===== config.mk =====
export PLATFORM = sky130hd
export DESIGN_NAME = rain_char_generator
export DESIGN_NICKNAME = d
export VERILOG_FILES = /design/src/rtl/rain_pkg.sv /design/src/rtl/lfsr32.sv /design/src/rtl/rain_char_generator.sv
export SDC_FILE = /design/constraint.sdc
export NUM_CORES = 1
export LEC_CHECK = 0
export BUFFER_PORTS_ARGS = -buffer_cell sky130_fd_sc_hd__buf_2
export CAP_MARGIN = 20
export CORE_AREA = 2 2 118 120
export DETAILED_ROUTE_END_ITERATION = 10
export DIE_AREA = 0 0 120 122
export SLEW_MARGIN = 0
export SYNTH_ARGS = -nofsm -noshare
export SYNTH_HDL_FRONTEND = slang
export SYNTH_HIERARCHICAL = 1
export SYNTH_SLANG_ARGS = --single-unit

===== constraint.sdc =====
create_clock -name clk -period 6.3 [get_ports clk]
set_clock_uncertainty 0.15 [all_clocks]
set_input_delay 1.26 -clock clk [delete_from_list [all_inputs] [get_ports clk]]
set_output_delay 1.26 -clock clk [all_outputs]
set_load 0.01 [all_outputs]

===== src/rtl/rain_pkg.sv =====
// ============================================================================
// rain_pkg : shared constants, spawn record type and LFSR step function
// Rev 1.0
// ============================================================================
`default_nettype none

package rain_pkg;

  localparam logic [31:0] LFSR_MASK   = 32'h8020_0003;
  localparam int          NUM_COLS    = 53;
  localparam int          COL_PITCH   = 12;
  localparam logic [7:0]  LETTER_BASE = 8'h61;
  localparam int          NUM_LETTERS = 26;

  typedef struct packed {
    logic [7:0] ch;
    logic [3:0] speed;
    logic [8:0] x;
    logic [9:0] y;
  } spawn_t;

  // Right-shifting Galois step: feed the outgoing bit back through the mask.
  function automatic logic [31:0] lfsr_step(input logic [31:0] r);
    return (r >> 1) ^ (r[0] ? LFSR_MASK : 32'h0);
  endfunction

endpackage

`default_nettype wire


===== src/rtl/lfsr32.sv =====
// ============================================================================
// lfsr32 : 32-bit Galois LFSR, seed loaded on reset, advances when enabled
// Rev 1.0
// ============================================================================
`default_nettype none

module lfsr32
  import rain_pkg::*;
#(
  parameter logic [31:0] SEED = 32'h0000_0001
) (
  input  logic        clk,
  input  logic        rst,
  input  logic        en,
  output logic [31:0] q,
  output logic [31:0] next
);

  // An all-zero state would lock up the register forever.
  localparam logic [31:0] SEED_EFF = (SEED == 32'h0) ? 32'h1 : SEED;

  logic [31:0] r_q;
  logic [31:0] r_d;

  assign r_d  = lfsr_step(r_q);
  assign q    = r_q;
  assign next = r_d;

  always_ff @(posedge clk) begin
    if (rst) begin
      r_q <= SEED_EFF;
    end else if (en) begin
      r_q <= r_d;
    end
  end

endmodule

`default_nettype wire


===== src/rtl/rain_char_generator.sv =====
// ============================================================================
// rain_char_generator : spawns one random falling letter per enabled clock
// Rev 1.0
// ============================================================================
`default_nettype none

module rain_char_generator
  import rain_pkg::*;
#(
  parameter logic [31:0] SEED = 32'h0000_0001
) (
  input  logic       clk,
  input  logic       rst,
  input  logic       en,
  output logic [7:0] ch,
  output logic [3:0] speed,
  output logic [8:0] x,
  output logic [9:0] y,
  output logic       valid
);

  localparam logic [4:0] C_LETTERS  = 5'(NUM_LETTERS);
  localparam logic [5:0] C_COLS     = 6'(NUM_COLS);
  localparam logic [5:0] C_LAST_COL = 6'(NUM_COLS - 1);

  logic [31:0] w_r_q;
  logic [31:0] w_n;
  logic        w_unused_q;

  lfsr32 #(.SEED(SEED)) u_lfsr (
    .clk  (clk),
    .rst  (rst),
    .en   (en),
    .q    (w_r_q),
    .next (w_n)
  );

  assign w_unused_q = ^w_r_q;

  logic [20:0] w_lprod;
  logic [4:0]  w_li;
  logic [11:0] w_kprod;
  logic [5:0]  w_k0;
  logic [5:0]  w_k;
  spawn_t      w_spawn_d;
  spawn_t      r_spawn_q;
  logic [5:0]  r_last_k_q;
  logic        r_valid_q;

  // Scale 16-bit and 6-bit random fields onto their ranges without division.
  assign w_lprod = 21'(w_n[15:0]) * 21'(C_LETTERS);
  assign w_li    = 5'(w_lprod >> 16);
  assign w_kprod = 12'(w_n[31:26]) * 12'(C_COLS);
  assign w_k0    = 6'(w_kprod >> 6);

  always_comb begin
    w_k = w_k0;
    if (w_k0 == r_last_k_q) begin
      w_k = (w_k0 == C_LAST_COL) ? 6'd0 : w_k0 + 6'd1;
    end
  end

  // k*12 = k*8 + k*4
  assign w_spawn_d.ch    = LETTER_BASE + {3'b000, w_li};
  assign w_spawn_d.speed = (w_n[19:16] == 4'd0) ? 4'd1 : w_n[19:16];
  assign w_spawn_d.x     = {3'b000, w_n[25:20]};
  assign w_spawn_d.y     = {1'b0, w_k, 3'b000} + {2'b00, w_k, 2'b00};

  always_ff @(posedge clk) begin
    if (rst) begin
      r_spawn_q  <= '0;
      r_last_k_q <= 6'd63;
      r_valid_q  <= 1'b0;
    end else begin
      r_valid_q <= en;
      if (en) begin
        r_spawn_q  <= w_spawn_d;
        r_last_k_q <= w_k;
      end
    end
  end

  assign ch    = r_spawn_q.ch;
  assign speed = r_spawn_q.speed;
  assign x     = r_spawn_q.x;
  assign y     = r_spawn_q.y;
  assign valid = r_valid_q;

endmodule

`default_nettype wire


==> results.yml <==
die:
  initial_core_util_pct: 36.89
  rows: 43
  dieWidth_um: 120
  die_area_um2: 14640
  io_pins: 35
  die_y_um: 122
  core_area_um2: 13500
worst_setup_path:
  r2r_setup_slack_ps: 450
  cp-start-kind: "register"
  rr_startpoint: "u_lfsr/q[29]"
  reg2reg_depth: 23
  crit_required_ps: 6330
  setup.worst_path.start: "u_lfsr/q[29]"
  critical_path_arrival_ps: 5880
  cp-end-kind: "register"
  crit_fanout: 8
  reg2reg_to: "y[8]"
  crit_type: "register to register"
clock_network:
  post_cts_resized: 0
  postCtsSetupRepairBufs: 0
  cts_sinks: 65
  cts.clk_slew.worst_paths_ps: 60
  cts-root-buf: "clkbuf_16"
  cts.htree.levels: 3
  cts.path.max_buffers: 2
  holdBufCountCts: 0
  cts_tree: "yes"
  numCtsBuffers: 9
  clkLatencyLatePin_ps: 340
cells_and_area:
  most-common-layout-cells: "inv_1 (97), ha_1 (68), nor2_1 (67), dfxtp_1 (65), mux2i_1 (44)"
  drive_gt1_share_pct: 9.949
  final_common_cell: "inv_1"
  diodes: 0
  syn_to_final_growth_pct: 11.43
  finalCoreUtilization_pct: 41.10
  fin_nets: 666
worst_hold_path:
  hold_end: "y[2]"
  holdPathStages: 2
  holdCritStartpoint: "y[2]"
  hp-class: "register to register"
sta:
  setup_viol: 0
  tns_ps: 0
  fmax_mhz: 171.0
  hold_viol: 0
  hold_slack_ps: 325.4
  period_share_pct: 92.85
  slew_headroom_pct: 42.40
  worst_slack_ps: 450.5
  min_period_ps: 5849
  rsz0062_at_grt: "no"
  final_max_slew_viol_count: 0
  worstMarginPinSlew_ps: 864.0
global_routing:
  grt_use_total_pct: 13.66
  grt_max_degree: 49
  grt_pass1_vias: 3642
  gr-total-overflow: 0
  antenna_found_initial: 0
  grt_pass1_wl_um: 16130
flow_run:
  drv_cap: 0
route:
  dr.pass1.iters: 4
  drt_iter0_markers: 85
  wirelength_um: 9272
  wl_per_cell_um: 12.15
  via_per_inst: 4.832
  remaining_drc_errors: 0
  drt.antenna.violating_nets: 0
  dr_total_vias: 3687
synth:
  synth.avg_cell_area_um2: 8.927
  ys_warn_count: 6
  syn_inst: 558
  synth_area_um2: 4981
placement:
  pre_cts_ws_ps: 475.3
  gp_congestion: 0.8614
  io_buffers: 29
  post-dp-hpwl_um: 7031
power_and_ir_drop:
  ir_drop_mv: 0.1592
  powerDensity_nw_per_um2: 237.3
  p_leak_nw: 2.855
status:
  status: "finished, final reports clean"
[per-layer routing]
| layer | up-vias | global-route usage [%] | share of wire, % |
|---|---|---|---|
| met5 | - | 0 | 0 |
| met4 | 0 | 5.000 | 1.4 |
| met3 | 10 | 3.371 | 2.8 |
| met2 | 35 | 23.22 | 47 |
| met1 | 1739 | 16.76 | 49 |
| li1 | 1903 | - | - |
[state kept, by name, summed over array words and instances (netlist names)]
| register | cells |
|---|---|
| u_lfsr/q | 32 |
| y | 8 |
| x | 6 |
| speed | 4 |
| valid | 1 |
| ch | 8 |
| r_last_k_q | 6 |
[worst max path at each step]
stage	cells after the start	end	slack [ps]
final	23	y[8]	450
after floorplan	22	y[8]	1000
after global routing	23	y[8]	10
after global placement	23	y[8]	660
after detailed placement	23	y[8]	480
after CTS	23	y[8]	440
[power breakdown]
group / leakage [nW] / switching, mW / internal (mW) / total (mW)
clock network: 0.162 / 0.189 / 0.386 / 0.575
logic: 2.16 / 0.163 / 0.128 / 0.291
registers: 0.531 / 0.0154 / 0.435 / 0.451
[stage by stage]
step                std cells  total power, mW  instance area (um^2)
global placement          747           0.7447                  5206
detailed placement        747           0.7497                  5206
CTS                       763            1.334                  5550
finish                    763            1.317                  5550
global route              763            1.396                  5550
floorplan                 562           0.6909                  4996
[layout make-up]
| type | count | area, um^2 |
|---|---|---|
| Clock buffer | 9 | 225.2 |
| Clock inverter | 7 | 118.9 |
| Fill cell | 1325 | 7954 |
| Inverter | 97 | 364.1 |
| Multi-Input combinational cell | 373 | 3146 |
| Sequential cell | 65 | 1301 |
| Tap cell | 180 | 225.2 |
| Timing Repair Buffer | 32 | 170.2 |
[worst max-delay path, cell delays in order (launching register included)]
cell	delay (ps)
dfxtp_1	470
ha_1	290
inv_1	70
fa_1	440
fa_1	540
inv_1	40
ha_1	410
nand3_1	190
o21a_1	250
xnor2_1	160
inv_1	150
ha_1	160
o21ai_0	140
nor4b_2	430
o211ai_1	130
a22oi_1	340
inv_1	110
ha_1	280
a21o_1	160
a21o_1	190
a21o_1	170
a21oi_1	170
nand2b_1	130
o221ai_1	110
Power figures use the tool's default switching activity.
